## config.mk

```make
export PLATFORM = sky130hd
export DESIGN_NAME = spi_module_slave
export DESIGN_NICKNAME = d
export VERILOG_FILES = /design/src/rtl/spi_module_slave.sv
export SDC_FILE = /design/constraint.sdc
export NUM_CORES = 1
export LEC_CHECK = 0
export ABC_AREA = 1
export ABC_CLOCK_PERIOD_IN_PS = 1400
export BUFFER_PORTS_ARGS = -buffer_cell sky130_fd_sc_hd__buf_2
export CAP_MARGIN = 20
export CORE_MARGIN = 3
export CORE_UTILIZATION = 50
export DETAILED_ROUTE_END_ITERATION = 12
export MAX_ROUTING_LAYER = met4
export PLACE_DENSITY = 0.71
export SLEW_MARGIN = 0
export SYNTH_ARGS = -nofsm -noshare
export SYNTH_HDL_FRONTEND = slang
export SYNTH_SLANG_ARGS = --single-unit
```

## constraint.sdc

```tcl
create_clock -name clk -period 1.4 [get_ports clk]
set_input_delay 0.28 -clock clk [delete_from_list [all_inputs] [get_ports clk]]
set_output_delay 0.28 -clock clk [all_outputs]
set_load 0.01 [all_outputs]
```

## src/rtl/spi_module_slave.sv

```systemverilog
// SPI slave with CPOL/CPHA modes: SCLK, CS and MOSI are 2-FF synchronized into clk, 8-bit MSB-first frames.
// A one-deep TX holding register feeds each byte; back-to-back bytes continue under one chip select.
module spi_module_slave #(
  parameter logic CPOL = 1'b0,
  parameter logic CPHA = 1'b0
) (
  input  logic       clk,
  input  logic       rst,
  input  logic       spi_clk,
  input  logic       spi_cs,
  input  logic       spi_mosi,
  output logic       spi_miso,
  output logic       spi_miso_oe,
  input  logic [7:0] spi_miso_data,
  input  logic       tx_valid,
  output logic       tx_ready,
  output logic [7:0] spi_mosi_data,
  output logic       payload_done,
  output logic       tx_underrun
);

  typedef enum logic {ST_IDLE, ST_ACTIVE} state_t;

  logic r_sclk_s1, r_sclk_s2, r_sclk_s3;
  logic r_cs_s1, r_cs_s2, r_cs_s3;
  logic r_mosi_s1, r_mosi_s2;

  always_ff @(posedge clk or negedge rst) begin
    if (!rst) begin
      r_sclk_s1 <= CPOL;
      r_sclk_s2 <= CPOL;
      r_sclk_s3 <= CPOL;
      r_cs_s1   <= 1'b1;
      r_cs_s2   <= 1'b1;
      r_cs_s3   <= 1'b1;
      r_mosi_s1 <= 1'b0;
      r_mosi_s2 <= 1'b0;
    end else begin
      r_sclk_s1 <= spi_clk;
      r_sclk_s2 <= r_sclk_s1;
      r_sclk_s3 <= r_sclk_s2;
      r_cs_s1   <= spi_cs;
      r_cs_s2   <= r_cs_s1;
      r_cs_s3   <= r_cs_s2;
      r_mosi_s1 <= spi_mosi;
      r_mosi_s2 <= r_mosi_s1;
    end
  end

  state_t     r_state;
  logic [2:0] r_bit_cnt;
  logic [6:0] r_rx_shift;
  logic [7:0] r_tx_shift;
  logic       r_miso;
  logic       r_miso_oe;
  logic [7:0] r_hold;
  logic       r_hold_vld;
  logic [7:0] r_mosi_data;
  logic       r_payload_done;
  logic       r_underrun;
  logic       r_byte_end;

  logic       w_sclk_edge, w_lead, w_trail, w_cs_fall;
  logic       w_in_byte, w_byte_start, w_sample, w_shift, w_accept;
  logic [7:0] w_load;

  assign w_sclk_edge  = r_sclk_s2 ^ r_sclk_s3;
  assign w_lead       = w_sclk_edge && (r_sclk_s3 == CPOL);
  assign w_trail      = w_sclk_edge && (r_sclk_s2 == CPOL);
  assign w_cs_fall    = r_cs_s3 && !r_cs_s2;
  assign w_in_byte    = (r_state == ST_ACTIVE) && !r_cs_s2;
  assign w_byte_start = ((r_state == ST_IDLE) && w_cs_fall) || (w_in_byte && r_byte_end);
  assign w_sample     = w_in_byte && (CPHA ? w_trail : w_lead);
  // In mode CPHA=0 the MSB is already on the line at byte start, so the trailing
  // edge that closes the previous byte (counter back at 0) must not shift.
  assign w_shift      = w_in_byte && (CPHA ? w_lead : (w_trail && (r_bit_cnt != 3'd0)));
  assign w_load       = r_hold_vld ? r_hold : 8'h00;
  assign w_accept     = tx_valid && !r_hold_vld;

  always_ff @(posedge clk or negedge rst) begin
    if (!rst) begin
      r_state        <= ST_IDLE;
      r_bit_cnt      <= 3'd0;
      r_rx_shift     <= 7'd0;
      r_tx_shift     <= 8'h00;
      r_miso         <= 1'b0;
      r_miso_oe      <= 1'b0;
      r_hold         <= 8'h00;
      r_hold_vld     <= 1'b0;
      r_mosi_data    <= 8'h00;
      r_payload_done <= 1'b0;
      r_underrun     <= 1'b0;
      r_byte_end     <= 1'b0;
    end else begin
      r_payload_done <= 1'b0;
      r_underrun     <= 1'b0;
      r_byte_end     <= 1'b0;
      r_miso_oe      <= !r_cs_s2;
      // A byte arriving in the byte-start cycle is kept for the following byte.
      r_hold_vld     <= (r_hold_vld && !w_byte_start) || w_accept;
      if (w_accept) begin
        r_hold <= spi_miso_data;
      end
      if (w_byte_start) begin
        r_underrun <= !r_hold_vld;
      end

      case (r_state)
        ST_IDLE: begin
          r_bit_cnt <= 3'd0;
          r_miso    <= 1'b0;
          if (w_cs_fall) begin
            r_state    <= ST_ACTIVE;
            r_tx_shift <= w_load;
            r_miso     <= CPHA ? 1'b0 : w_load[7];
          end
        end
        ST_ACTIVE: begin
          if (r_cs_s2) begin
            r_state    <= ST_IDLE;
            r_bit_cnt  <= 3'd0;
            r_rx_shift <= 7'd0;
            r_tx_shift <= 8'h00;
            r_miso     <= 1'b0;
          end else if (w_byte_start) begin
            r_tx_shift <= w_load;
            if (!CPHA) begin
              r_miso <= w_load[7];
            end
          end else begin
            if (w_sample) begin
              r_bit_cnt  <= r_bit_cnt + 3'd1;
              r_rx_shift <= {r_rx_shift[5:0], r_mosi_s2};
              if (r_bit_cnt == 3'd7) begin
                r_mosi_data    <= {r_rx_shift, r_mosi_s2};
                r_payload_done <= 1'b1;
                r_byte_end     <= 1'b1;
              end
            end
            if (w_shift) begin
              r_miso     <= CPHA ? r_tx_shift[7] : r_tx_shift[6];
              r_tx_shift <= {r_tx_shift[6:0], 1'b0};
            end
          end
        end
        default: r_state <= ST_IDLE;
      endcase
    end
  end

  assign spi_miso      = r_miso;
  assign spi_miso_oe   = r_miso_oe;
  assign tx_ready      = !r_hold_vld;
  assign spi_mosi_data = r_mosi_data;
  assign payload_done  = r_payload_done;
  assign tx_underrun   = r_underrun;

endmodule

```

## Word-level counts from Yosys, hierarchy flattened

Cells that the tools add are included.

| word-level totals | value |
|---|---|
| register bits | 47 |
| input bits | 14 |
| output and inout bits | 13 |
| logic and storage cells | 81 |

| operators by class | value |
|---|---|
| add/subtract/negate cells | 1 |
| equality and inequality tests | 6 |
| multiplexer cells | 27 |
| bitwise gates (word level) | 6 |
| reductions and logical operators | 22 |

Operators with widths:

| cell | count |
|---|---|
| 2-to-1 mux 7 bit | 7 |
| case mux 7 bit (2 select lines) | 1 |
| 2-to-1 mux 1 bit | 12 |
| logical AND 1 bit | 11 |
| 2-to-1 mux 3 bit | 3 |
| 2-to-1 mux 8 bit | 1 |
| case mux 3 bit (2 select lines) | 1 |
| NOT 1 bit | 5 |
| AND reduction 5 bit | 1 |
| inequality test 2 bit (second input constant) | 2 |
| inequality test 4 x 2 -> 1 bit (second input constant) | 1 |
| case mux 1 bit (2 select lines) | 2 |
| AND reduction 2 bit | 2 |
| adder 3 x 1 -> 3 bit (second input constant) | 1 |
| == test 3 bit (second input constant) | 1 |
| logical NOT 1 bit | 3 |
| inequality test 3 x 2 -> 1 bit (second input constant) | 1 |
| inequality test 3 bit (second input constant) | 1 |
| AND reduction 3 bit | 1 |
| nonzero test 3 bit | 1 |
| logical OR 1 bit | 2 |
| nonzero test 2 bit | 1 |
| XOR 1 bit | 1 |

## Logic depth before layout (Yosys ltp)

| depth | value |
|---|---|
| word-level depth | 8 |
| gate-level depth with buffers | 9 |
| gate-level depth less buffers | 8 |

## Worst setup path before layout

OpenSTA, ideal clock, no wires.

| timing | value |
|---|---|
| path kind | flip-flop to flip-flop |
| from | register r_cs_s2 |
| to | register r_tx_shift[4] |
| library setup time | 0.119 ns |
| arrival | 1.118 ns |
| data required time | 1.281 ns |
| setup slack | 0.163 ns |
| cell stages (with the launch flop) | 9 |
| buffers on the path | 1 |
| period minus slack after synthesis | 1.237 ns |
| cells stage by stage | dfstp_2 inv_4 nand2_4 nor2_8 nand2_4 buf_6 nand3_2 nor2_1 nor2_1 |

| on the way | value |
|---|---|
| longest elaborated chain between the ends | 7 |
| elaborated cells on any way between the ends | 13 |
| those cells by class | eq/ne: 2; mux: 3; reduce/logical: 8 |

RTL lines:

| item | line | text |
|---|---|---|
| start: declaration | 25 | `logic r_cs_s1, r_cs_s2, r_cs_s3;` |
| start signal: assignment | 43 | `r_cs_s2 <= r_cs_s1;` |
| logical NOT 1 bit | 70, 71 |  |
| logical AND 1 bit (on tied branches) | 70, 71 |  |
| logical AND 1 bit | 72 | `assign w_byte_start = ((r_state == ST_IDLE) && w_cs_fall) \|\| (w_in_byte && r_byte_end);` |
| logical OR 1 bit | 72 |  |
| 2-to-1 mux 7 bit | 125 | `end else if (w_byte_start) begin` |
| 2-to-1 mux 7 bit | 119 | `if (r_cs_s2) begin` |
| case mux 7 bit (2 select lines) | 108 | `case (r_state)` |
| end signal: assignment | 114 | `r_tx_shift <= w_load;` |
| end signal: assignment | 126 | `r_tx_shift <= w_load;` |
| end signal: assignment | 142 | `r_tx_shift <= {r_tx_shift[6:0], 1'b0};` |
| end: declaration | 53 | `logic [7:0] r_tx_shift;` |

Several ways; a longest one is shown, not always the timed one.
A chain may end at the register's enable or synchronous reset.

## Final worst setup path

| timing | value |
|---|---|
| from | register r_cs_s2 |
| to | register r_tx_shift[3] |

The elaborated chain is that of the path after synthesis.

==> impl_metrics.py <==
metrics = {
    "global_routing": {
        "antenna_found_initial": 0,
        "grt_pass1_vias": 1251,
        "grt_pass1_wl_um": 5380,
        "grt_max_degree": 48,
        "grt_usage_pct": 15.9,
        "overflow": 0,
    },
    "cells_and_area": {
        "final_util_pct": 61.8,
        "layout-drive-gt1-share_pct": 26.5,
        "layout_common_cells": "dfrtp_1, nand2_1, nor2_1",
        "num_antenna_cells": 0,
        "fin_nets": 246,
        "final_common_cell": "dfrtp_1",
        "fin_cells": 278,
        "design_area_um2": 2300,
        "syn_to_final_growth_pct": 16.6,
    },
    "clock_network": {
        "cts_tree": "yes",
        "htreeDepth": 2,
        "insertion_delay_ns": 0.29,
        "cts.sinks": 47,
        "clk_pin_slew_ns": 0.08,
        "clockBufferDepth": 2,
        "numCtsBuffers": 5,
        "root_buffer": "clkbuf_8",
        "postCtsSetupRepairBufs": 0,
    },
    "worst_setup_path": {
        "arrival_ns": 1.47,
        "cpPeakStageDelay_ns": 0.57,
        "setup.worst_path.class": "flop to flop",
        "worst_path_max_delay_cell": "dfstp_2",
        "path_max_fanout": 15,
        "cp.required_ns": 1.59,
        "rr_startpoint": "r_cs_s2",
        "worst-path-buf-inv": 1,
        "reg2reg_setup_slack_ns": 0.12,
        "reg2reg_depth": 7,
        "crit_path_end_kind": "flop",
        "r2r_end": "r_tx_shift[3]",
        "cp_cell_sequence": "inv_4, nand2_4, nor2_8, nand2_4, nand3_1, nor2_1, nor2_1",
        "cp_top_family": "flip-flops",
        "startpoint_type": "flop",
    },
    "timing": {
        "fin_crit_ns": 1.28,
        "final.setup.tns_ns": 0,
        "max_freq_mhz": 778,
        "rsz0062_at_grt": "yes",
        "finalSetupViolCount": 0,
        "setup_slack_ns": 0.115,
        "worst_clock_skew_ns": 0.00792,
        "finalCritPeriodShare_pct": 91.8,
        "tightest_slew_ns": 0.344,
        "slew_headroom_pct": 77.1,
        "report.final.slew_viol_count": 0,
        "finalHoldViolations": 0,
    },
    "hold_path": {
        "min_to": "r_cs_s1",
        "hold_class": "primary input to flop",
        "holdPathStages": 1,
        "hp-start": "spi_cs",
    },
    "floorplan": {
        "coreArea_um2": 3720,
        "die_w_um": 68.8,
        "num_rows": 22,
        "die_y_um": 68.8,
        "ioPinCount": 27,
        "start_util_pct": 53.0,
        "dieArea_um2": 4730,
    },
    "power_and_ir_drop": {
        "p_leak_uw": 0.00118,
        "ir_drop_v": 0.000899,
        "pwr_density_cell_nw_per_um2": 1420,
    },
    "yosys": {
        "syn_area_per_cell_um2": 10.1,
        "ys_seq_area_share_pct": 59.9,
        "synth_area_um2": 1970,
        "ys_ff_latch": 47,
        "synthDistinctLibCells": 24,
        "yosysWarningCount": 0,
        "synthesis.nets": 212,
        "postSynthCellCount": 195,
    },
    "status": {
        "outcome": "finished clean",
    },
    "placement": {
        "dp.cells": 269,
        "dpl_cell_area_um2": 2170,
        "hpwlAfterDp_um": 2290,
        "io_buffer_count": 26,
        "place.gp.congestion": 0.733,
        "dp_slack_ns": 0.102,
    },
    "routing": {
        "dr.first_iter.drc_count": 86,
        "avgRoutedWirePerCell_um": 11.6,
        "drt.antenna.violating_nets": 0,
        "drc_errors": 0,
        "vias": 1340,
        "wl_um": 3240,
        "post_drt_via_cell_ratio": 4.82,
        "dr.pass1.iters": 4,
    },
    "flow_run": {
        "maxCapViolCount": 0,
    },
}
[cell type report]
type / count / area (µm²)
clock buffers: 6 / 82.6
clock inverters: 2 / 35.0
fillers: 313 / 1420
inverters: 27 / 104
multi-input cells: 117 / 651
flip-flops and latches: 47 / 1180
well taps: 48 / 60.1
repair buffers: 31 / 183
[flip-flops by register name (all words and copies together) (netlist names)]
signal and flops:
tx_underrun 1, r_state 1, r_rx_shift 7, r_byte_end 1
r_cs_s2 1, spi_miso_oe 1, r_cs_s3 1, r_mosi_s1 1
r_cs_s1 1, r_mosi_s2 1, r_sclk_s2 1, spi_miso 1
r_hold_vld 1, r_hold 8, r_sclk_s3 1, spi_mosi_data 8
r_tx_shift 7, r_sclk_s1 1, r_bit_cnt 3
[cells by family after synthesis]
group	synth area share (%)
flops	59.9
fa+ha+maj	1.91
buf+inv	7.05
simple gates	18.2
mux	1.14
compound gates	11.8
[power breakdown]
| part | switching (µW) | internal, µW |
|---|---|---|
| combinational | 336 | 222 |
| sequential | 109 | 1580 |
| clock | 425 | 578 |
[cell usage after synthesis]
cell type	number	area, µm²
nand3_4	1	17.5
buf_4	1	7.51
nand3_1	9	45.0
o22ai_1	7	43.8
a21oi_2	1	8.76
dfstp_2	3	78.8
nand2_4	2	22.5
buf_6	2	22.5
dfrtp_1	44	1100
inv_1	26	97.6
o21a_1	1	7.51
nand2_1	31	116
ha_1	3	37.5
inv_4	1	6.26
o21ai_2	8	70.1
a211oi_1	1	7.51
nor2_4	1	11.3
o21ai_0	3	15.0
nor2_1	28	105
nor2_8	1	20.0
nand3_2	2	20.0
a21oi_1	16	80.1
mux2_2	2	22.5
buf_2	1	5.00
[how the worst max path moves through the flow]
stage / startpoint / to / slack [ns] / depth (start not counted)
finish: r_cs_s2 / r_tx_shift[3] / 0.12 / 7
detailed placement: r_byte_end / r_tx_shift[6] / 0.10 / 6
floorplan: r_cs_s2 / r_tx_shift[4] / 0.16 / 8
CTS: r_byte_end / r_tx_shift[6] / 0.09 / 6
global route: r_cs_s2 / r_tx_shift[1] / -0.002 / 7
global placement: r_byte_end / r_tx_shift[6] / 0.12 / 6
[through the flow]
step                      power (µW)  hold slack, ns
after CTS                       3280          0.0758
after global routing            3450          0.0713
final                           3250          0.0816
after floorplan                 2090         -0.0156
after global placement          2250           0.284
after detailed placement        2270           0.287
[timing repair]
| item | 4_1_cts | 5_1_grt |
|---|---|---|
| endpoints found under the hold margin | 44 | 0 |
| resized for setup | 0 | 1 |
| setup endpoints to repair | 0 | 6 |
| hold buffers | 1 | 0 |
[metal layers]
metal	global-route usage, %	part of all wire, %
met5	-	0
met3	3.40	3.2
met1	19.7	47
met2	26.0	49
met4	5.11	1.3
Note: power is estimated with default switching activity, not from simulation.
